<file path="config.mk">
export PLATFORM = sky130hd
export DESIGN_NAME = regs_wb_sched
export DESIGN_NICKNAME = d
export VERILOG_FILES = /design/src/rtl/regs_wb_sched_pkg.sv /design/src/rtl/regs_wb_sched_rr_arb2.sv /design/src/rtl/regs_wb_sched.sv
export SDC_FILE = /design/constraint.sdc
export NUM_CORES = 1
export LEC_CHECK = 0
export BUFFER_PORTS_ARGS = -buffer_cell sky130_fd_sc_hd__buf_2
export CAP_MARGIN = 20
export CORE_AREA = 2 2 101 93
export DETAILED_ROUTE_END_ITERATION = 8
export DIE_AREA = 0 0 103 95
export PLACE_DENSITY = 0.75
export SYNTH_ARGS = -nofsm -noshare
export SYNTH_HDL_FRONTEND = slang
export SYNTH_SLANG_ARGS = --single-unit
</file>
<file path="constraint.sdc">
create_clock -name clk -period 1.5 [get_ports clk]
set_input_delay 0.075 -clock clk [delete_from_list [all_inputs] [get_ports clk]]
set_output_delay 0.075 -clock clk [all_outputs]
set_load 0.005 [all_outputs]
</file>
<file path="src/rtl/regs_wb_sched_pkg.sv">
// Shared constants for the writeback scheduler: zero-register index and requester encoding.
package regs_wb_sched_pkg;

    // Register index that is hardwired to zero and never tracked.
    localparam int unsigned ZERO_REG = 0;

    // Requester indices; also the values held by the round-robin pointer.
    localparam logic REQ_EX = 1'b0;
    localparam logic REQ_LD = 1'b1;

endpackage

</file>
<file path="src/rtl/regs_wb_sched_rr_arb2.sv">
// Two-way round-robin arbiter: combinational grant, registered preference pointer.
module regs_wb_sched_rr_arb2
    import regs_wb_sched_pkg::*;
(
    input  logic       clk,
    input  logic       rst,
    input  logic [1:0] valid,
    output logic [1:0] grant
);

    logic ptr_q, ptr_d;

    // Grant the sole requester, or the preferred one under contention; then prefer the loser.
    always_comb begin
        grant = 2'b00;
        ptr_d = ptr_q;
        unique case (valid)
            2'b01: grant = 2'b01;
            2'b10: grant = 2'b10;
            2'b11: begin
                if (ptr_q == REQ_EX) begin
                    grant = 2'b01;
                    ptr_d = REQ_LD;
                end else begin
                    grant = 2'b10;
                    ptr_d = REQ_EX;
                end
            end
            default: grant = 2'b00;
        endcase
    end

    // Pointer register; reset prefers the execute requester.
    always_ff @(posedge clk) begin
        if (rst) begin
            ptr_q <= REQ_EX;
        end else begin
            ptr_q <= ptr_d;
        end
    end

endmodule

</file>
<file path="src/rtl/regs_wb_sched.sv">
// Writeback scheduler and scoreboard in front of a 1W/2R register file with x0 hardwired to zero.
module regs_wb_sched
    import regs_wb_sched_pkg::*;
#(
    parameter int unsigned WIDTH      = 32,
    parameter int unsigned ADDR_WIDTH = 5,
    parameter int unsigned NR_REGS    = 32
) (
    input  logic                  clk,
    input  logic                  rst,
    input  logic                  flush,
    input  logic                  rsv_valid,
    input  logic [ADDR_WIDTH-1:0] rsv_addr,
    output logic                  rsv_ready,
    input  logic                  req0_valid,
    input  logic [ADDR_WIDTH-1:0] req0_addr,
    input  logic [WIDTH-1:0]      req0_data,
    output logic                  req0_ready,
    input  logic                  req1_valid,
    input  logic [ADDR_WIDTH-1:0] req1_addr,
    input  logic [WIDTH-1:0]      req1_data,
    output logic                  req1_ready,
    output logic                  wen,
    output logic [ADDR_WIDTH-1:0] addrw,
    output logic [WIDTH-1:0]      dinw,
    input  logic [ADDR_WIDTH-1:0] addra,
    input  logic [ADDR_WIDTH-1:0] addrb,
    output logic                  hazard_a,
    output logic                  hazard_b
);

    logic [NR_REGS-1:0]    pending_q, pending_d;
    logic                  wen_q, wen_d;
    logic [ADDR_WIDTH-1:0] addrw_q, addrw_d;
    logic [WIDTH-1:0]      dinw_q, dinw_d;
    logic [1:0]            grant;

    regs_wb_sched_rr_arb2 u_arb (
        .clk   (clk),
        .rst   (rst),
        .valid ({req1_valid, req0_valid}),
        .grant (grant)
    );

    assign req0_ready = grant[0];
    assign req1_ready = grant[1];

    // A still-pending destination (including one releasing this cycle) blocks re-reservation.
    always_comb begin
        rsv_ready = !pending_q[rsv_addr] && !flush;
        hazard_a  = pending_q[addra];
        hazard_b  = pending_q[addrb];
    end

    // Scoreboard next state: release on write, set on reservation, flush clears everything.
    always_comb begin
        pending_d = pending_q;
        if (wen_q) begin
            pending_d[addrw_q] = 1'b0;
        end
        if (rsv_valid && rsv_ready) begin
            pending_d[rsv_addr] = 1'b1;
        end
        if (flush) begin
            pending_d = '0;
        end
        pending_d[ZERO_REG] = 1'b0;
    end

    // Output stage: capture the granted request; a write to x0 is accepted but suppressed.
    always_comb begin
        wen_d   = 1'b0;
        addrw_d = addrw_q;
        dinw_d  = dinw_q;
        if (grant[0]) begin
            wen_d   = (req0_addr != ADDR_WIDTH'(ZERO_REG));
            addrw_d = req0_addr;
            dinw_d  = req0_data;
        end else if (grant[1]) begin
            wen_d   = (req1_addr != ADDR_WIDTH'(ZERO_REG));
            addrw_d = req1_addr;
            dinw_d  = req1_data;
        end
    end

    // State registers; reset drops any in-flight write.
    always_ff @(posedge clk) begin
        if (rst) begin
            pending_q <= '0;
            wen_q     <= 1'b0;
            addrw_q   <= '0;
            dinw_q    <= '0;
        end else begin
            pending_q <= pending_d;
            wen_q     <= wen_d;
            addrw_q   <= addrw_d;
            dinw_q    <= dinw_d;
        end
    end

    assign wen   = wen_q;
    assign addrw = addrw_q;
    assign dinw  = dinw_q;

endmodule
</file>
## Word-level counts from Yosys, hierarchy flattened

Cells that the tools add are included.
W data, S select, Z words.

- Register bits: 71
- Output and inout port bits: 43
- Input port bits: 95
- Logic and storage cells: 49

- Equality and inequality tests: 3
- Bitwise gates (word level): 3
- Reductions and logical operators: 10
- Magnitude comparators: 6
- Multiplexer cells: 21

Operators by type and width:

| operator | number |
|---|---|
| $mux W32 | 4 |
| $and A32 B32 Y32 | 1 |
| $not A32 Y32 | 1 |
| $or A32 B32 Y32 | 1 |
| $lt A5 B6 Y1 const B | 4 |
| $bmux W1 S5 | 3 |
| $demux W1 S5 | 2 |
| $ge A5 B1 Y1 const B | 2 |
| $mux W5 | 2 |
| $reduce_bool A5 Y1 | 2 |
| $mux W1 | 8 |
| $pmux W2 S3 | 1 |
| $eq A2 B2 Y1 const B | 2 |
| $logic_and A1 B1 Y1 | 4 |
| $eq A2 B1 Y1 const B | 1 |
| $logic_not A1 Y1 | 2 |
| $mux W2 | 1 |
| $reduce_bool A2 Y1 | 1 |
| $reduce_or A2 Y1 | 1 |

## Logic depth before layout (Yosys ltp)

Gate-level depths: netlist (run 1).

- Depth after elaboration: 9
- Gate-level depth with buffers: 7
- Gate-level depth less buffers: 5

## Cells and area by module

Synthesis (run 1) repeated with hierarchy kept, for this count alone.

- Cells, all modules: 437
- Area total of the unflattened synthesis: 4007.6 um^2

By module, submodules not included:

| module | cells an instance | seq. area each (um^2) | area an instance (um^2) | times used |
|---|---|---|---|---|
| regs_wb_sched | 430 | 1381.3 | 3942.5 | 1 |
| regs_wb_sched_rr_arb2 | 7 | 20.0 | 65.1 | 1 |

## Least setup slack after synthesis (run 1)

No wires, ideal clock.

- Path type: reg2reg
- Start: register pending_q[15]
- End: register pending_q[12]
- Period minus slack after synthesis: 1422 ps
- Arrival time: 1348 ps
- Data required time: 1426 ps
- Setup time: 74 ps
- Slack: 78 ps
- Cell stages (with the launch flop): 5
- Path through: dfxtp_1 -> mux4_2 -> a221oi_2 -> nand3_1 -> o21ai_0

- Word-level cells in the longest chain between the ends: 6

Ends and longest elaborated chain:

| element | line | text |
|---|---|---|
| start, declared | regs_wb_sched.sv:32 | `logic [NR_REGS-1:0] pending_q, pending_d;` |
| start signal, assigned | regs_wb_sched.sv:94 | `pending_q <= pending_d;` |
| $bmux W1 S5 | regs_wb_sched.sv:50 | `rsv_ready = !pending_q[rsv_addr] && !flush;` |
| $mux W1 (not written as such) | regs_wb_sched.sv:50 |  |
| $logic_not A1 Y1 | regs_wb_sched.sv:50 |  |
| $logic_and A1 B1 Y1 | regs_wb_sched.sv:50 |  |
| $logic_and A1 B1 Y1 | regs_wb_sched.sv:61 | `if (rsv_valid && rsv_ready) begin` |
| $mux W32 | regs_wb_sched.sv:61 |  |

No other way between the ends. The select of a mux whose other input is x is not followed.
A chain may end at the register's enable or synchronous reset.

## Worst setup path after layout (run 1)

- Start: register pending_q[15]
- End: output rsv_ready

- Word-level cells in the longest chain between the ends: 4

Ends and longest elaborated chain:

| element | line | text |
|---|---|---|
| $bmux W1 S5 | regs_wb_sched.sv:50 |  |
| $mux W1 (not written as such) | regs_wb_sched.sv:50 |  |
| $logic_not A1 Y1 | regs_wb_sched.sv:50 |  |
| $logic_and A1 B1 Y1 | regs_wb_sched.sv:50 |  |
| end, declared | regs_wb_sched.sv:14 | `output logic rsv_ready,` |

No other way between the ends. The select of a mux whose other input is x is not followed.

==> run summary, run 1 <==
Outcome: finished, violations left
Violations in the final reports: setup timing
Layout Nets: 727
Max-slew violations: 0
Period utilisation layout: 1.24
Sw Ratio: 0.286
Rows: 33
Worst-Margin Slew: 0.524 ns
Area Overhead vs Synth: 44.1%
TritonCTS clock tree: done
DRT Wirelength: 13400 µm
Seq/Total Area, Yosys: 0.364
H-tree level count: 3
Synth Flop Type: dfxtp_1
Seq cells post-synth: 70
WS Path Type: flop to output pin
Vias in the first global route: 4332
Antenna Nets Post-Route: 0
RePlAce Congestion: 0.952
Via-per-instance ratio: 5.82
Clk pwr share: 0.344
Area taken by multi-input logic gates: 2300 µm²
Diodes inserted: 0
Max_cap viols: 0
Max-slew headroom: 0.651
Global-route wire length before repair: 21100 µm
Setup WS post-layout: -0.359 ns
Total Routing Usage GR: 0.282
Num CTS Buffers: 9
Hold wc startpoint: req1_data[31]
Critical R2R Launch: pending_q[15]
Synthesized area: 3850 µm²
Core area: 8840 µm²
DRC errors left: 0
Clk slew on worst S/H paths: 0.08 ns
Reg2reg path depth: 5
Initial antenna violation count: 0
Sequential fraction of design power: 0.456
CTS root buffer: clkbuf_8
Pleak: 2.34 nW
Clock Skews: 0.0174 ns
Via count: 4420
Avg Cell Area, Syn: 8.77 µm²
Setup slack on the worst flop-to-flop path: -0.21 ns
Yosys warning count: 0
RSZ-0062 raised after global routing: true
Tmin final: 1.86 ns
Layout fillers: 746
Final setup fails: 13
First-pass DRT Iterations: 5
Asr flop ratio synth: 0
Hold Vio Cnt, Final: 0
Cell-internal power: 3.16 mW
Largest net degree at the start of global routing: 40
DIE WIDTH: 103 µm
Clock Latency Late Sink: 0.35 ns
Max incr delay on CP: 0.52 ns
Crit-path cells: mux4_2, a22oi_2, nor2_2, nor4_2, buf_2
Initial core utilization: 0.436
# clock sinks: 70
Clock Path Buffers: 2
Avg WL per Cell: 17.6 µm
P_sw: 1.26 mW
Full die area: 9790 µm²
Syn Nets: 534
Critical Path Sink Type: output pin
Slowest-stage cell, CP: mux4_2
CP required: 1.42 ns
Post-synth EDFFs: 0
Remaining global-route overflow: 0
Cells after synthesis: 439
Register Area: 1420 µm²
Setup TNS: -2.49 ns
Die Span Y: 95 µm
Hold depth: 3
F_max: 538 MHz
Combinational fraction of design power: 0.199
Power Total: 4.42 mW
I/O pins: 138
PD cells: 796 nW/µm²
Crit path DAT: 1.78 ns
Min-delay worst type: input pin to flop
Nature of the critical path startpoint: flop
Peak supply drop: 0.000445 V
Number of library cell types mapped by synthesis: 45
Share of cells above drive strength 1: 0.372
Layout Utilization: 0.628
First DRT Iteration DRCs: 332
Worst Setup SP: pending_q[15]
Buffers on Ports: 137
Largest fanout on the critical path: 2
Post-DP HPWL: 8920 µm
## repair_timing
item | in CTS | in global routing
endpoints found under the setup margin | 12 | 20
pin swaps | 9 | 0
buffers inserted | 1 | 1
hold buffers | 51 | 0
gates resized for setup | 21 | 9
hold endpoints to repair | 35 | 0
## worst paths after layout
kind                  end
max             rsv_ready
max reg2reg  pending_q[4]
min reg2reg      dinw[21]
min              dinw[31]
## layer usage
layer  global-route usage  routed length (µm)
met5                    0                   0
met1                0.336                5210
met3               0.0762                1200
met4                0.133                 510
met2                0.469                6430
## power by group through the flow
stage | clock network (mW) | registers (mW) | logic (mW)
floorplan | 0 | 2.04 | 0.396
CTS | 1.55 | 2.01 | 0.857
finish | 1.52 | 2.02 | 0.881
detailed placement | 0 | 2.05 | 0.744
global route | 1.62 | 2.03 | 0.956
global placement | 0 | 2.05 | 0.724
## cells in the mapped netlist, drive strengths merged, types with 6 or more instances
cell type,count,share of area
a22oi,24,0.047
a311oi,14,0.032
mux2,6,0.018
nor2,29,0.028
a21oi,27,0.035
mux2i,13,0.034
mux4,15,0.088
clkbuf,24,0.023
o211ai,9,0.018
o21ai,12,0.017
dfxtp,70,0.36
nor2b,7,0.011
inv,6,0.0058
a32o,21,0.055
nand3,9,0.012
buf,15,0.020
nand2,81,0.079
## area by class of cell
cell class,instances,area share
Clock buffer,9,0.0223
Clock inverter,7,0.0131
Inverter,6,0.00406
Multi-Input combinational cell,324,0.415
Sequential cell,70,0.255
Tap cell,122,0.0275
Timing Repair Buffer,221,0.263
## state kept, by name, indices dropped and copies added (netlist names)
| name | count |
|---|---|
| dinw | 32 |
| pending_q | 31 |
| addrw | 5 |
| u_arb.ptr_q | 1 |
| wen | 1 |
## kinds of logic after synthesis
kind of cell / after synthesis / synth area share
XOR/XNOR: 1 / 0.00227
multiplexers: 34 / 0.139
flip-flops: 70 / 0.364
AO/OA/AOI/OAI: 121 / 0.235
AND/OR/NAND/NOR: 168 / 0.211
buffers and inverters: 45 / 0.0491
## worst max-delay path, delay by kind of cell, from the launching register on
kind            cells  cell delay [ns]
compound gates      1             0.21
buf+inv             1             0.16
flops               1             0.33
simple gates        2             0.22
mux                 1             0.52
## through the flow
stage                     area, µm²  hold slack, ns  setup WS [ns]  instances
final                          5550          0.0119         -0.359        759
after global routing           5550         0.00835         -0.421        759
after CTS                      5530        0.000594         -0.375        758
after detailed placement       4770           0.326         -0.101        690
after global placement         4770           0.320        -0.0914        690
after floorplan                3850           0.215         0.0779        439
## cell usage in the layout (no fill, tap or decap), types with 14 or more instances in the layout
cell | synthesis | final
dlygate4sd3_1 | 0 | 51
a311oi_1 | 14 | 14
a32o_1 | 21 | 21
dfxtp_1 | 70 | 61
a21oi_1 | 27 | 26
buf_4 | 1 | 31
nand2_1 | 81 | 79
a22oi_1 | 24 | 23
nor2_1 | 29 | 27
buf_2 | 13 | 137
mux4_2 | 15 | 15
(Power assumes the default switching activity.)
==> inputs of run 2 (changes only) <==
==> constraint.sdc (replaced) <==
create_clock -name clk -period 1.5 [get_ports clk]
set_input_delay 0.3 -clock clk [delete_from_list [all_inputs] [get_ports clk]]
set_output_delay 0.3 -clock clk [all_outputs]
set_load 0.005 [all_outputs]
==> run 2 against run 1 <==
  * The run still ends with setup timing left
  * Combinational power fell by 4.5%
  * Worst setup slack worse by 0.22 ns
  * Global-route usage decreased by 2.3 points
  * Clock skew fell by 0.0075 ns
  * Sequential share of layout area is 0.93 points higher
  * Wire length fell by 6.8%
  * Non-clock buffer count decreased by 13
  * Register-to-register slack worse by 0.09 ns
  * Core utilization down 1.4 points
  * Fmax shrank 11%
  * Sequential cell count stayed put
  * Critical endpoint unchanged
  * Largest power group unchanged
==> run summary, run 2 (synthesis gave the netlist of run 1 again) <==
Outcome: finished, violations left
Violations in the final reports: setup timing
Crit path DAT: 1.78 ns (about the same)
Hold Vio Cnt, Final: 0 (unchanged)
Finished Cell Area: 5430 µm² (-2.2%)
CP required: 1.20 ns (-0.22 ns)
DRT Wirelength: 12500 µm (-6.8%)
Full die area: 9790 µm² (unchanged)
TritonCTS clock tree: done
Hold wc startpoint: req0_data[10]
Layout Nets: 714 (-1.8%)
Largest fanout on the critical path: 2 (unchanged)
# clock sinks: 70 (unchanged)
Avg WL per Cell: 16.7 µm (-5.1%)
PD cells: 799 nW/µm² (+0.44%)
DIE WIDTH: 103 µm (unchanged)
First DRT Iteration DRCs: 214 (-36%)
Post-CTS Hold Fix Bufs: 0 (-100%)
Initial core utilization: 0.436 (unchanged)
DRC errors left: 0 (unchanged)
Total Routing Usage GR: 0.258 (-0.0234)
Final setup fails: 15 (+2)
Die Span Y: 95 µm (unchanged)
Most common cell after layout, fill and taps aside: buf_2
Clock Path Buffers: 2 (unchanged)
Hold depth: 3 (unchanged)
Antenna Nets Post-Route: 0 (unchanged)
Via-per-instance ratio: 5.68 (-2.4%)
Clock Skews: 0.00993 ns (-0.00746 ns)
Critical R2R Launch: pending_q[15]
Period utilisation layout: 1.39 (+0.146)
Global-route wire length before repair: 19400 µm (-8.4%)
Max-slew headroom: 0.663 (+0.0123)
Setup slack on the worst flop-to-flop path: -0.30 ns (-0.09 ns)
Critical Path Sink Type: output pin
I/O pins: 138 (unchanged)
Max reg flops: 32 (unchanged)
Max-slew violations: 0 (unchanged)
Area Overhead vs Synth: 41.0%
Critical R2R Capture: pending_q[4]
Diodes inserted: 0 (unchanged)
Power Total: 4.34 mW (-1.7%)
Core area: 8840 µm² (unchanged)
F_max: 481 MHz (-11%)
Num CTS Buffers: 9 (unchanged)
Largest net degree at the start of global routing: 40 (unchanged)
Via count: 4239 (-4.1%)
Pleak: 2.35 nW (+0.27%)
WHS Endpoint: dinw[10]
CTS root buffer: clkbuf_8
Layout fillers: 773 (+3.6%)
WS Path Type: flop to output pin
Final hold slack: 0.186 ns (+0.174 ns)
Final Non-Filler Cells: 746 (-1.7%)
Max incr delay on CP: 0.51 ns (about the same)
First-pass DRT Iterations: 5 (unchanged)
Max_cap viols: 0 (unchanged)
Crit-path cells: mux4_2, a22oi_2, nor2_1, nor4_2, buf_2
Setup WS post-layout: -0.579 ns (-0.219 ns)
Initial antenna violation count: 0 (unchanged)
Vias in the first global route: 4043 (-6.7%)
Slowest-stage cell, CP: mux4_2
Rows: 33 (unchanged)
Share of cells above drive strength 1: 0.458 (+0.0863)
Peak supply drop: 0.000535 V (+20%)
Remaining global-route overflow: 0 (unchanged)
Placed Cells: 725 (+5.1%)
Buffers on Ports: 137 (unchanged)
Min-delay worst type: input pin to flop
Setup TNS: -4.21 ns (-1.72 ns)
Most frequent cells in the layout: buf_2, nand2_1, buf_4
RSZ-0062 raised after global routing: true
RePlAce Congestion: 0.951 (about the same)
Worst-Margin Slew: 0.505 ns (-0.0185 ns)
Reg2reg path depth: 6 (+1)
Clk slew on worst S/H paths: 0.08 ns (about the same)
H-tree level count: 3 (unchanged)
Tmin final: 2.08 ns (+0.219 ns)
DP Area: 5040 µm² (+5.7%)
Post-DP HPWL: 9350 µm (+4.8%)
Clock Latency Late Sink: 0.35 ns (about the same)
Nature of the critical path startpoint: flop
-- run 2: through the flow --
stage | util | setup WS (ns)
final | 0.615 | -0.579
after global routing | 0.615 | -0.626
after CTS | 0.606 | -0.601
after detailed placement | 0.571 | -0.489
after global placement | 0.571 | -0.415
after floorplan | - | -0.0869
-- run 2: timing repair --
action / CTS / global route
buffers inserted: 3 / 1
resized for setup: 32 / 19
cloned: 1 / 0
setup endpoints to repair: 19 / 25
pin swaps: 6 / 7
-- run 2: power breakdown --
group	leakage, nW	switching (mW)	internal [mW]
clock network	0.0935	0.719	0.772
logic	1.67	0.420	0.421
registers	0.584	0.0714	1.94
total	2.35	1.21	3.13
-- run 2: area by class of cell --
class                      instances  area, µm²  share of cell area
inverter                           6       22.5             0.00415
multi-input combinational        324       2360               0.435
tap                              122        153              0.0281
sequential                        70       1440               0.264
timing repair buffer             208       1270               0.233
clock buffer                      11        131              0.0242
clock inverter                     5       60.1              0.0111
-- run 2: worst max-delay path by stage --
stage	start	end
3_3_place_gp	rsv_addr[1]	rsv_ready
5_1_grt	pending_q[15]	rsv_ready
6_report	pending_q[15]	rsv_ready
3_5_place_dp	rsv_addr[1]	rsv_ready
4_1_cts	pending_q[15]	rsv_ready
2_1_floorplan	addra[1]	hazard_a
-- run 2: metal layers --
metal / global-route usage / part of all wire / vias to the layer above
met5: 0 / 0 / -
met4: 0.109 / 0.020 / 0
met3: 0.0526 / 0.070 / 21
met2: 0.425 / 0.48 / 172
met1: 0.329 / 0.43 / 2034
li1: - / - / 2012
-- run 2: worst max-delay path: cells and delay by family, from the launching register on --
kind            cells  cell delay (ns)
mux                 1             0.51
buf+inv             1             0.16
flops               1             0.32
simple gates        2             0.24
compound gates      1             0.19
==> inputs of run 3 (changes only) <==
--- a/config.mk
+++ b/config.mk
@@ -5,12 +5,12 @@
 export SDC_FILE = /design/constraint.sdc
 export NUM_CORES = 1
 export LEC_CHECK = 0
-export BUFFER_PORTS_ARGS = -buffer_cell sky130_fd_sc_hd__buf_2
 export CAP_MARGIN = 20
-export CORE_AREA = 2 2 101 93
+export CORE_AREA = 2 2 92 85
 export DETAILED_ROUTE_END_ITERATION = 8
-export DIE_AREA = 0 0 103 95
-export PLACE_DENSITY = 0.75
+export DIE_AREA = 0 0 94 87
+export DONT_BUFFER_PORTS = 1
+export PLACE_DENSITY = 0.71
 export SYNTH_ARGS = -nofsm -noshare
 export SYNTH_HDL_FRONTEND = slang
 export SYNTH_SLANG_ARGS = --single-unit
==> run 3 against run 2 <==
  * The flow still finishes with violations (setup timing)
  * Sequential cell count is the same
  * Wire length down 7.8%
  * Register-to-register slack gained 0.14 ns
  * Sequential power about the same
  * Cell area fell by 16%
  * Core utilization grew 0.99 points
  * Clock-buffer cell count is 1 lower
  * Worst setup slack improved by 0.019 ns
  * Clock power rose by 18%
  * Highest routed layer unchanged
==> run summary, run 3 (synthesis gave the netlist of run 1 again) <==
Outcome: finished, violations left
Violations in the final reports: setup timing
Diodes inserted: 0 (unchanged)
Global-route wire length before repair: 17700 µm (-8.6%)
Via count: 3762 (-11%)
Layout fillers: 630 (-18%)
RSZ-0062 raised after global routing: true
Peak supply drop: 0.000550 V (+2.8%)
WHS Endpoint: addrw[3]
Max reg flops: 32 (unchanged)
Hold Vio Cnt, Final: 0 (unchanged)
Clk slew on worst S/H paths: 0.09 ns (about the same)
Critical R2R Capture: pending_q[4]
RePlAce Congestion: 0.927 (-2.6%)
Area taken by multi-input logic gates: 2350 µm² (-0.37%)
Area Overhead vs Synth: 18.7%
Final hold slack: 0.0253 ns (-0.161 ns)
Max-slew headroom: 0.660 (-0.00299)
First-pass DRT Iterations: 5 (unchanged)
Crit path DAT: 1.76 ns (-0.02 ns)
DRC errors left: 0 (unchanged)
DIE WIDTH: 94 µm (-8.7%)
Worst-Margin Slew: 0.510 ns (+0.00449 ns)
Max incr delay on CP: 0.50 ns (about the same)
Num CTS Buffers: 9 (unchanged)
Hold wc startpoint: rst
H-tree level count: 3 (unchanged)
Most frequent cells in the layout: nand2_1, dfxtp_1, buf_4
Slowest-stage cell, CP: mux4_2
Post-DP HPWL: 7990 µm (-15%)
Period utilisation layout: 1.37 (-0.0124)
Clock Path Buffers: 2 (unchanged)
Tmin final: 2.06 ns (-0.0186 ns)
Critical Path Sink Type: output pin
Hold depth: 1 (-2)
Full die area: 8180 µm² (-16%)
TritonCTS clock tree: done
Initial antenna violation count: 0 (unchanged)
Register Area: 1410 µm² (-1.5%)
# clock sinks: 70 (unchanged)
Top delay family on crit path: multiplexers
Layout Nets: 559 (-22%)
CP required: 1.20 ns (about the same)
Max-slew violations: 0 (unchanged)
Max_cap viols: 0 (unchanged)
Via-per-instance ratio: 6.66 (+17%)
Remaining global-route overflow: 0 (unchanged)
Avg WL per Cell: 20.3 µm (+22%)
Clock Latency Late Sink: 0.35 ns (about the same)
Reg2reg path depth: 5 (-1)
Buffers on Ports: 0 (-100%)
Largest fanout on the critical path: 2 (unchanged)
Antenna Nets Post-Route: 0 (unchanged)
Layout Utilization: 0.624 (+0.00989)
Core area: 7320 µm² (-17%)
Clock Skews: 0.0145 ns (+0.00455 ns)
Rows: 30 (-9.1%)
First DRT Iteration DRCs: 348 (+63%)
Most common cell after layout, fill and taps aside: nand2_1
Crit-path cells: mux4_2, nand2_1, a21oi_1, nor4_2, buf_4
Initial core utilization: 0.526 (+0.0903)
Min-delay worst type: input pin to flop
Nature of the critical path startpoint: flop
Largest net degree at the start of global routing: 40 (unchanged)
Share of cells above drive strength 1: 0.256 (-0.202)
Total Routing Usage GR: 0.281 (+0.0225)
Final setup fails: 11 (-4)
I/O pins: 138 (unchanged)
Buf+Inv Stages, Crit Path: 1 (unchanged)
PD cells: 937 nW/µm² (+17%)
Die Span Y: 87 µm (-8.4%)
Pleak: 1.68 nW (-28%)
Critical R2R Launch: pending_q[5]
F_max: 485 MHz (+0.90%)
DRT Wirelength: 11500 µm (-7.8%)
WS Path Type: flop to output pin
Vias in the first global route: 3445 (-15%)
Setup WS post-layout: -0.560 ns (+0.0186 ns)
CTS root buffer: clkbuf_8
Setup slack on the worst flop-to-flop path: -0.16 ns (+0.14 ns)
-- run 3: per-stage QoR --
| step | cell area (µm²) | power, mW | setup TNS [ns] | setup slack, ns | cells |
|---|---|---|---|---|---|
| 2_1_floorplan | 3930 | 2.46 | -0.238 | -0.0869 | 439 |
| 3_3_place_gp | 4180 | 2.51 | -0.909 | -0.280 | 543 |
| 3_5_place_dp | 4180 | 2.53 | -1.24 | -0.253 | 543 |
| 4_1_cts | 4510 | 4.30 | -2.47 | -0.603 | 563 |
| 5_1_grt | 4570 | 4.47 | -3.49 | -0.630 | 565 |
| 6_report | 4570 | 4.28 | -2.69 | -0.560 | 565 |
-- run 3: worst max path at each step --
stage	start	slack [ns]	cells after the start	to
3_3_place_gp	rsv_addr[1]	-0.28	5	rsv_ready
6_report	pending_q[8]	-0.56	5	rsv_ready
4_1_cts	pending_q[5]	-0.60	5	rsv_ready
2_1_floorplan	addra[1]	-0.09	5	hazard_a
3_5_place_dp	rsv_addr[1]	-0.25	5	rsv_ready
5_1_grt	pending_q[7]	-0.63	5	rsv_ready
-- run 3: where the power goes --
part / switching [mW] / internal, mW
Sequential: 0.0856 / 1.94
Combinational: 0.256 / 0.236
Clock: 0.771 / 0.990
-- run 3: area by class of cell --
class	instances	share of cell area
Timing Repair Buffer	53	0.0944
Tap cell	96	0.0263
Clock inverter	6	0.0203
Clock buffer	10	0.0301
Sequential cell	70	0.309
Multi-Input combinational cell	324	0.515
Inverter	6	0.00493
-- run 3: per-layer routing --
metal  wire [µm]  share of wire  up-vias  track usage
met4         276          0.024        0        0.116
met5           0              0        -            0
met3         917          0.080       27       0.0641
met1        4790           0.42     1825        0.364
li1            -              -     1706            -
met2        5490           0.48      204        0.454
-- run 3: timing repair --
action | 4_1_cts | 5_1_grt
buffers inserted | 2 | 1
pin swaps | 6 | 11
hold endpoints to repair | 3 | 8
hold buffers | 2 | 2
cloned | 0 | 0
gates resized for setup | 25 | 11
setup endpoints to repair | 17 | 21
